### src/rtl/prbs_pkg.sv
// Shared types and constants for the PRBS word source.
// Imported by the generator top; the FIFO is type-agnostic.
package prbs_pkg;

   typedef enum logic {
      IDLE = 1'b0,
      RUN  = 1'b1
   } state_t;

   typedef enum logic {
      MODE_CONT  = 1'b0,
      MODE_BURST = 1'b1
   } mode_t;

   localparam logic [7:0] DEFAULT_POLY_8 = 8'hB8;

endpackage

### src/rtl/sync_fifo.sv
// Single-clock first-word-fall-through FIFO; pointers carry an extra wrap bit.
// The head word is read straight from the array so it is valid while non-empty.
module sync_fifo #(
   parameter int WIDTH = 8,
   parameter int DEPTH = 16
) (
   input  logic                     clk,
   input  logic                     reset,
   input  logic                     push,
   input  logic [WIDTH-1:0]         push_data,
   input  logic                     pop,
   output logic [WIDTH-1:0]         head_data,
   output logic [$clog2(DEPTH):0]   level,
   output logic                     full,
   output logic                     empty
);

   localparam int AW = $clog2(DEPTH);

   logic [WIDTH-1:0] mem_q [DEPTH];
   logic [AW:0]      wr_ptr_q, wr_ptr_d;
   logic [AW:0]      rd_ptr_q, rd_ptr_d;
   logic             do_push, do_pop;

   always_comb begin
      empty    = (wr_ptr_q == rd_ptr_q);
      full     = (wr_ptr_q[AW] != rd_ptr_q[AW]) && (wr_ptr_q[AW-1:0] == rd_ptr_q[AW-1:0]);
      level    = wr_ptr_q - rd_ptr_q;
      // A pop never happens on an empty FIFO, so a word cannot bypass in one cycle.
      do_pop   = pop && !empty;
      do_push  = push && (!full || do_pop);
      wr_ptr_d = do_push ? wr_ptr_q + 1'b1 : wr_ptr_q;
      rd_ptr_d = do_pop  ? rd_ptr_q + 1'b1 : rd_ptr_q;
      head_data = empty ? '0 : mem_q[rd_ptr_q[AW-1:0]];
   end

   always_ff @(posedge clk) begin
      if (reset) begin
         wr_ptr_q <= '0;
         rd_ptr_q <= '0;
      end else begin
         wr_ptr_q <= wr_ptr_d;
         rd_ptr_q <= rd_ptr_d;
      end
   end

   always_ff @(posedge clk) begin
      if (do_push) begin
         mem_q[wr_ptr_q[AW-1:0]] <= push_data;
      end
   end

endmodule

### src/rtl/prbs_stream_gen.sv
// Galois-LFSR word source: unrolled LFSR, LSB-first packer, run-control FSM and
// status counters feeding a FWFT FIFO drained over valid/ready.
module prbs_stream_gen
   import prbs_pkg::*;
#(
   parameter int                     LFSR_WIDTH     = 8,
   parameter int unsigned            LFSR_SEED      = 1,
   parameter logic [LFSR_WIDTH-1:0]  LFSR_POLY      = DEFAULT_POLY_8,
   parameter int                     BITS_PER_CLOCK = 1,
   parameter int                     FIFO_WIDTH     = 8,
   parameter int                     FIFO_DEPTH     = 16,
   parameter int                     COUNT_WIDTH    = 16
) (
   input  logic                           clk,
   input  logic                           reset,
   input  logic                           start,
   input  logic                           stop,
   input  logic                           mode,
   input  logic [COUNT_WIDTH-1:0]         burst_len,
   input  logic                           reseed,
   input  logic                           out_ready,
   output logic [FIFO_WIDTH-1:0]          out_data,
   output logic                           out_valid,
   output logic [$clog2(FIFO_DEPTH):0]    fifo_level,
   output logic                           fifo_full,
   output logic                           fifo_empty,
   output logic                           busy,
   output logic                           done,
   output logic [COUNT_WIDTH-1:0]         word_count
);

   localparam int WORD_CYC = FIFO_WIDTH / BITS_PER_CLOCK;
   localparam int CNT_W    = (WORD_CYC > 1) ? $clog2(WORD_CYC) : 1;
   localparam logic [LFSR_WIDTH-1:0] SEED = LFSR_WIDTH'(LFSR_SEED);

   if (SEED == '0) begin : g_bad_seed
      $error("prbs_stream_gen: LFSR_SEED must be nonzero");
   end
   if (LFSR_WIDTH < 2) begin : g_bad_width
      $error("prbs_stream_gen: LFSR_WIDTH must be at least 2");
   end
   if ((FIFO_WIDTH % BITS_PER_CLOCK) != 0) begin : g_bad_bpc
      $error("prbs_stream_gen: FIFO_WIDTH must be a multiple of BITS_PER_CLOCK");
   end
   if (FIFO_DEPTH < 2 || (FIFO_DEPTH & (FIFO_DEPTH - 1)) != 0) begin : g_bad_depth
      $error("prbs_stream_gen: FIFO_DEPTH must be a power of two");
   end

   state_t                  state_q, state_d;
   mode_t                   mode_q, mode_d;
   logic [LFSR_WIDTH-1:0]   lfsr_q, lfsr_d, lfsr_adv;
   logic [FIFO_WIDTH-1:0]   pack_q, pack_d, pack_word;
   logic [CNT_W-1:0]        pack_cnt_q, pack_cnt_d;
   logic [COUNT_WIDTH-1:0]  words_left_q, words_left_d;
   logic [COUNT_WIDTH-1:0]  word_count_q, word_count_d;
   logic                    done_q, done_d;
   logic [BITS_PER_CLOCK-1:0] step_bits;
   logic                    word_complete, push_ok, stall, fifo_push, fifo_pop;

   // Unrolled LFSR: bit i of step_bits is the i-th output bit this cycle.
   always_comb begin
      lfsr_adv  = lfsr_q;
      step_bits = '0;
      for (int i = 0; i < BITS_PER_CLOCK; i++) begin
         step_bits[i] = lfsr_adv[0];
         lfsr_adv     = (lfsr_adv >> 1) ^ (lfsr_adv[0] ? LFSR_POLY : '0);
      end
   end

   always_comb begin
      pack_word = pack_q;
      pack_word[int'(pack_cnt_q) * BITS_PER_CLOCK +: BITS_PER_CLOCK] = step_bits;
      word_complete = (pack_cnt_q == CNT_W'(WORD_CYC - 1));
      fifo_pop  = out_valid && out_ready;
      push_ok   = !fifo_full || fifo_pop;
      stall     = word_complete && !push_ok;
   end

   always_comb begin
      state_d      = state_q;
      mode_d       = mode_q;
      lfsr_d       = lfsr_q;
      pack_d       = pack_q;
      pack_cnt_d   = pack_cnt_q;
      words_left_d = words_left_q;
      word_count_d = word_count_q;
      done_d       = 1'b0;
      fifo_push    = 1'b0;
      unique case (state_q)
         IDLE: begin
            if (reseed) begin
               lfsr_d = SEED;
            end
            if (start && !stop) begin
               word_count_d = '0;
               mode_d       = mode ? MODE_BURST : MODE_CONT;
               words_left_d = burst_len;
               pack_d       = '0;
               pack_cnt_d   = '0;
               if (mode && burst_len == '0) begin
                  done_d = 1'b1;
               end else begin
                  state_d = RUN;
               end
            end
         end
         RUN: begin
            if (stop) begin
               // Partial word is dropped; the LFSR keeps its position for a resume.
               state_d    = IDLE;
               pack_d     = '0;
               pack_cnt_d = '0;
            end else if (!stall) begin
               lfsr_d = lfsr_adv;
               if (word_complete) begin
                  fifo_push    = 1'b1;
                  pack_d       = '0;
                  pack_cnt_d   = '0;
                  word_count_d = word_count_q + 1'b1;
                  if (mode_q == MODE_BURST) begin
                     words_left_d = words_left_q - 1'b1;
                     if (words_left_q == COUNT_WIDTH'(1)) begin
                        state_d = IDLE;
                        done_d  = 1'b1;
                     end
                  end
               end else begin
                  pack_d     = pack_word;
                  pack_cnt_d = pack_cnt_q + 1'b1;
               end
            end
         end
         default: state_d = IDLE;
      endcase
   end

   always_ff @(posedge clk) begin
      if (reset) begin
         state_q      <= IDLE;
         mode_q       <= MODE_CONT;
         lfsr_q       <= SEED;
         pack_q       <= '0;
         pack_cnt_q   <= '0;
         words_left_q <= '0;
         word_count_q <= '0;
         done_q       <= 1'b0;
      end else begin
         state_q      <= state_d;
         mode_q       <= mode_d;
         lfsr_q       <= lfsr_d;
         pack_q       <= pack_d;
         pack_cnt_q   <= pack_cnt_d;
         words_left_q <= words_left_d;
         word_count_q <= word_count_d;
         done_q       <= done_d;
      end
   end

   sync_fifo #(
      .WIDTH (FIFO_WIDTH),
      .DEPTH (FIFO_DEPTH)
   ) u_fifo (
      .clk       (clk),
      .reset     (reset),
      .push      (fifo_push),
      .push_data (pack_word),
      .pop       (fifo_pop),
      .head_data (out_data),
      .level     (fifo_level),
      .full      (fifo_full),
      .empty     (fifo_empty)
   );

   assign out_valid  = !fifo_empty;
   assign busy       = (state_q == RUN);
   assign done       = done_q;
   assign word_count = word_count_q;

endmodule

### config.mk
export PLATFORM = sky130hd
export DESIGN_NAME = prbs_stream_gen
export DESIGN_NICKNAME = d
export VERILOG_FILES = /design/src/rtl/prbs_pkg.sv /design/src/rtl/sync_fifo.sv /design/src/rtl/prbs_stream_gen.sv
export SDC_FILE = /design/constraint.sdc
export NUM_CORES = 1
export LEC_CHECK = 0
export ABC_CLOCK_PERIOD_IN_PS = 2700
export BUFFER_PORTS_ARGS = -buffer_cell sky130_fd_sc_hd__buf_2
export CAP_MARGIN = 0
export CORE_ASPECT_RATIO = 1.5
export CORE_UTILIZATION = 33
export DETAILED_ROUTE_END_ITERATION = 10
export PLACE_DENSITY_LB_ADDON = 0.12
export SLEW_MARGIN = 40
export SYNTH_ARGS = -nofsm -noshare
export SYNTH_HDL_FRONTEND = slang
export SYNTH_SLANG_ARGS = --single-unit
### constraint.sdc
create_clock -name clk -period 2.7 [get_ports clk]
set_input_delay 0.675 -clock clk [delete_from_list [all_inputs] [get_ports clk]]
set_output_delay 0.675 -clock clk [all_outputs]
set_load 0.005 [all_outputs]
# == Word-level counts from Yosys, hierarchy flattened ==
# Memories as Yosys holds them, arrays and structs flattened. A register that Yosys moved wholly into a read port is not among the register bits.
# Cells that the tools add are included.
# word_totals
ramBits,128
out_inout_bits,34
n_memories,1
in_bits,23
regBits,64
# mem_list
name,depth,width,read_ports,rd_ports_with_merged_regs,wr,line,rtl
u_fifo.mem_q,16,8,1,1,1,sync_fifo.sv:20,logic [WIDTH-1:0] mem_q [DEPTH];
# classes
mux,53
reduce_logical,19
bitwise_logic,2
add_sub_neg,7
eq_ne,12
n_shift,2
# op_table
operator,count
$mux 16,9
$mux 8,9
$pmux 16 s2,2
$neg 3->33,1
$shift 1x33->8 const A,1
$shiftx 1x33->8,1
$pmux 8 s2,2
$mux 1,21
$add 16x1->16 const B,1
$eq 16x1->1 const B,1
$logic_not 16->1,1
$sub 16x1->16 const B,1
$mux 3,4
$add 5x1->5 const B,2
$bwmux 8,1
$mux 4,2
$ne 2x2->1 const B,4
$xor 7x8->8,1
$logic_and 1x1->1,7
$pmux 3 s2,1
$eq 5x5->1,1
$reduce_and 5->1,1
$sub 5x5->5,1
$eq 4x4->1,1
12 further kinds,19

# == Depth between registers and ports, before layout ==
# logic_depth
depth_word,12
depth_mapped,9
ltp_nobuf,8

# == Hierarchy ==
# Synthesis repeated with hierarchy kept, for this count alone.
# hier_totals
hier_cells,653
area_unflattened_um2,8688.3
# by_module_without_submodules
mod,cells_per_inst,n_inst,seq_area_each_um2,area_each_um2
sync_fifo,305,1,4124.0,5810.6
prbs_stream_gen,348,1,1081.0,2877.8

# == Worst setup path after synthesis ==
# Ideal clock, no wire load.
# synth_path
kind,register -> register
start,reg pack_cnt_q[0]
end,"mem u_fifo.mem_q[0][0], enable pin"
period_less_slack_ns,2.604
required_ns,2.317
arrival_ns,2.220
setup_time_ns,0.383
setup_slack_ns,0.096
stages_incl_launch_ff,8
n_path_buf,1
cell_sequence,dfxtp_1 -> ha_1 -> ha_1 -> and3b_1 -> o31a_1 -> buf_2 -> nand2_1 -> nor3_1
# synth_via
elab_chain_len,8
word_cells_on_any_way,9
cone_classes,eq/ne (1); mux (6); reduce/logical (2)
# synth_lines
item,line,rtl
start: declaration,prbs_stream_gen.sv:53,"logic [CNT_W-1:0] pack_cnt_q, pack_cnt_d;"
start signal: assignment,prbs_stream_gen.sv:152,pack_cnt_q <= pack_cnt_d;
$eq 3x3->1 *,prbs_stream_gen.sv:73,word_complete = (pack_cnt_q == CNT_W'(WORD_CYC - 1));
$mux 1 or $logic_and 1x1->1 (tied branches),"prbs_stream_gen.sv:115, prbs_stream_gen.sv:76",
$mux 1 *,prbs_stream_gen.sv:113,end else if (!stall) begin
$mux 1 *,prbs_stream_gen.sv:108,if (stop) begin
$mux 1 *,prbs_stream_gen.sv:89,unique case (state_q)
$logic_and 1x1->1 *,sync_fifo.sv:31,do_push = push && (!full || do_pop);
$mux 1 *,sync_fifo.sv:48,if (do_push) begin
$mux 1 (implied by the code) *,sync_fifo.sv:49,mem_q[wr_ptr_q[AW-1:0]] <= push_data;
end: declaration,sync_fifo.sv:20,
# Mark *: on every way between the ends. The rest lies on a longest branch, timed or not.

==> metrics.md <==
| Metric | Value |
|---|---|
| Final setup viols | 1 |
| Top cells by count, synth | 128 x edfxtp_1, 68 x dfxtp_1, 67 x nor2_1, 39 x nand2_1, 32 x mux4_2 |
| RR Endpoint | pack_q[2]$_SDFFE_PP0P_ |
| Initial Util | 0.338 |
| Port-buffer cells | 56 |
| Cells after Synth | ~650 |
| Detailed Route WL | ~20000 um |
| CP bufs+invs | 2 |
| Pwr/cell area | 587 nW/um^2 |
| Top_reg_cell synth | edfxtp_1 |
| Crit Path Class | flop to output pin |
| Arr. time, crit path | 2030 ps |
| Timing-limited maximum frequency | about 370 MHz |
| Startpoint Class | flop |
| Yosys warnings | 0 |
| Rows | slightly above 70 |
| Min-Delay Path Class | flop to flop |
| Area share of the largest cell type after synthesis | 0.449 |
| Global-route wire length before repair | 32700 um |
| Total negative slack | -10.0 ps |
| N_diodes | 0 |
| Clock Path Buffers | 2 |
| Max Slew Vio Count | 0 |
| Drt first pass iters | 4 |
| CP Capture Type | output pin |
| Via density | around 5.1 |
| Leak | about 3.5 nW |
| Post-synth EDFFs | 128 |
| TritonCTS Buffers | 17 |
| Vias | 5516 |
| Worst Hold End | pack_q[4]$_SDFFE_PP0P_ |
| Cell-by-cell trace of the critical path | buf_12 > mux4_2 > mux2i_4 > o22ai_1 > buf_2 |
| Netlist Area Pre-Place | roughly 8600 um^2 |
| FILL cells | 2381 |
| Critical path's largest stage delay | roughly 560 ps |
| Synth top area cells | edfxtp_1 45%, dfxtp_1 16%, mux4_2 8.4%, nor2_1 2.9%, ha_1 2.6% |
| Levels on crit path | 5 |
| Worst Skew | 11.4 ps |
| Global route overflow | 0 |
| Final Hold Viols | 0 |
| Fin nets | just under 800 |
| Number of top-level pins | 57 |
| Die width | around 130 um |
| Slack of the critical path | -10.0 ps |
| Synth cell types | 55 |
| Rel. slew slack | 0.581 |
| Die height | 199 um |
| Gpl congestion | roughly 0.80 |
| Post-synth net total | 688 |
| Slowest-stage cell, CP | mux4_2 |
| Failing checks | negative setup slack |
| Post-synth ARST share | 0 |
| Dpl cell area | 9430 um^2 |
| Initial antenna violation count | 0 |
| Top cell type by total area after synthesis | edfxtp_1 |
| Largest net degree at the start of global routing | 33 |
| Min-Delay Path Depth | 1 |
| Die Footprint | around 27000 um^2 |
| Detail Route Antenna Nets | 0 |
| Family with the most delay on the worst path | multiplexers |
| DR WL/cell | between 15 and 20 um |
| Multi-input gate area | ~3300 um^2 |
| Hpwl dp | ~14000 um |
| Final Util | 0.402 |
| Status | finished with violations |
| CTS sink count | 196 |
| Top-count cell post-synth | edfxtp_1 |
| Worst endpoint required time | 2030 ps |
| Area Overhead vs Synth | 19.0% |
| DP Worst Slack | about 210 ps |
| R2r worst-path depth | 8 |
| Crit path time final | between 2000 and 3000 ps |
| Clk Latency, worst-skew pair | between 400 and 500 ps |
| R2r startpoint | pack_cnt_q[0]$_SDFFE_PP0P_ |
| Vias in the first global route | between 5000 and 6000 |
| Post-route cell area | approximately 10000 um^2 |
| H-tree depth | 4 |
| Share of layout cells above drive strength 1 | 0.266 |
| Hold buffer count at CTS | 0 |
| Drt drc | 0 |
| FF-to-FF setup slack | 280 ps |
| Hold Startpoint | pack_q[4]$_SDFFE_PP0P_ |
| Overall Global Routing Usage | 0.165 |
| Initial DRC count | approximately 250 |
| Core area | 25300 um^2 |
| CTS tree | done |
| Post-synthesis register bit count | a little under 200 |
| Critical-path maximum fanout | 13 |
| Unrepaired setup endpoints after global routing | yes |
| CTS clk-pin slew, worst paths | 60 ps |
| Hold_ws | between 400 and 500 ps |
| Root Buffer | clkbuf_16 |
| Final period utilization | 1.00 |
| Max-Cap Viols | 0 |
| Register Area | 5220 um^2 |
| Mapped Avg Cell Area | approximately 13 um^2 |
| Sequential fraction of the synthesis area | 0.608 |
| Worst-Margin Slew | approximately 630 ps |
| Maximum VDD drop | roughly 0.43 mV |
## how the worst max path moves through the flow
| stage | startpoint | end | slack [ps] |
|---|---|---|---|
| final | flop | out_data[6] | -10 |
| after global placement | u_fifo.rd_ptr_q[2]$_SDFFE_PP0N_ | out_data[0] | 260 |
| after floorplan | pack_cnt_q[0]$_SDFFE_PP0P_ | u_fifo.mem_q[0][0]$_DFFE_PP_ | 100 |
| after CTS | flop | out_data[5] | -60 |
| after global routing | flop | out_data[6] | -100 |
| after detailed placement | u_fifo.rd_ptr_q[2]$_SDFFE_PP0N_ | out_data[1] | 210 |
## kinds of logic (layout without fill, tap and decap cells)
family	Yosys count	count (layout)	share of synthesized area
buf+inv	51	150	0.0265
fa+ha+maj	19	19	0.0287
xor+xnor	30	30	0.0316
flops	196	196	0.608
compound gates	107	107	0.0852
mux	57	57	0.114
simple gates	186	186	0.106
## worst register-to-register path: stages (launching register included)
cell     delay (ps)
dfxtp_1         470
inv_1           140
ha_1            220
ha_1            340
inv_1            80
nor2_1          240
nand2_1         100
mux2_2          430
a32o_1          300
## cell type report
| class | count | area share |
|---|---|---|
| inverter | 22 | 0.00810 |
| clock inverter | 13 | 0.0147 |
| sequential | 196 | 0.512 |
| tap | 328 | 0.0403 |
| multi-input combinational | 399 | 0.320 |
| timing repair buffer | 97 | 0.0625 |
| clock buffer | 18 | 0.0421 |
## metrics by stage
step	total power [mW]	std cells
global route	6.19	1073
global placement	3.52	1040
floorplan	3.44	646
finish	5.98	1073
CTS	6.05	1073
detailed placement	3.52	1040
## power breakdown
group | internal [mW] | switching (mW) | total [mW]
clock | 1.38 | 1.14 | 2.52
combinational | 0.0855 | 0.164 | 0.250
sequential | 3.18 | 0.0211 | 3.20
## timing repair
action / CTS / global route
gates resized for setup: 27 / 8
pin swaps: 2 / 2
endpoints found under the hold margin: 0 / 0
gates cloned: 1 / 0
setup endpoints to repair: 9 / 10
buffers inserted: 1 / 0
## routing by layer
| layer | vias to the layer above | part of all wire | track usage |
|---|---|---|---|
| met5 | - | 0 | 0 |
| met4 | 0 | 0.016 | 0.0564 |
| met3 | 22 | 0.032 | 0.0312 |
| met2 | 123 | 0.54 | 0.313 |
| met1 | 2751 | 0.41 | 0.182 |
| li1 | 2620 | - | - |
## layout by cell type (no fill, tap or decap), types with 15 or more instances in the layout
cell type,instances
dfxtp_1,62
o21ai_0,22
nor2_1,67
mux4_2,32
buf_2,56
inv_1,18
a21oi_1,27
clkbuf_16,17
edfxtp_1,128
ha_1,15
nand2_1,37
buf_4,37
xor2_1,21
## sequential cells by signal, indices dropped and copies added, names as in the netlist, 3 cells and up, named ones only
register and cells:
pack_q 8, pack_cnt_q 3, u_fifo.mem_q 128, lfsr_q 8, u_fifo.wr_ptr_q 5, word_count 16, words_left_q 16, u_fifo.rd_ptr_q 5
Power figures use the tool's default switching activity.
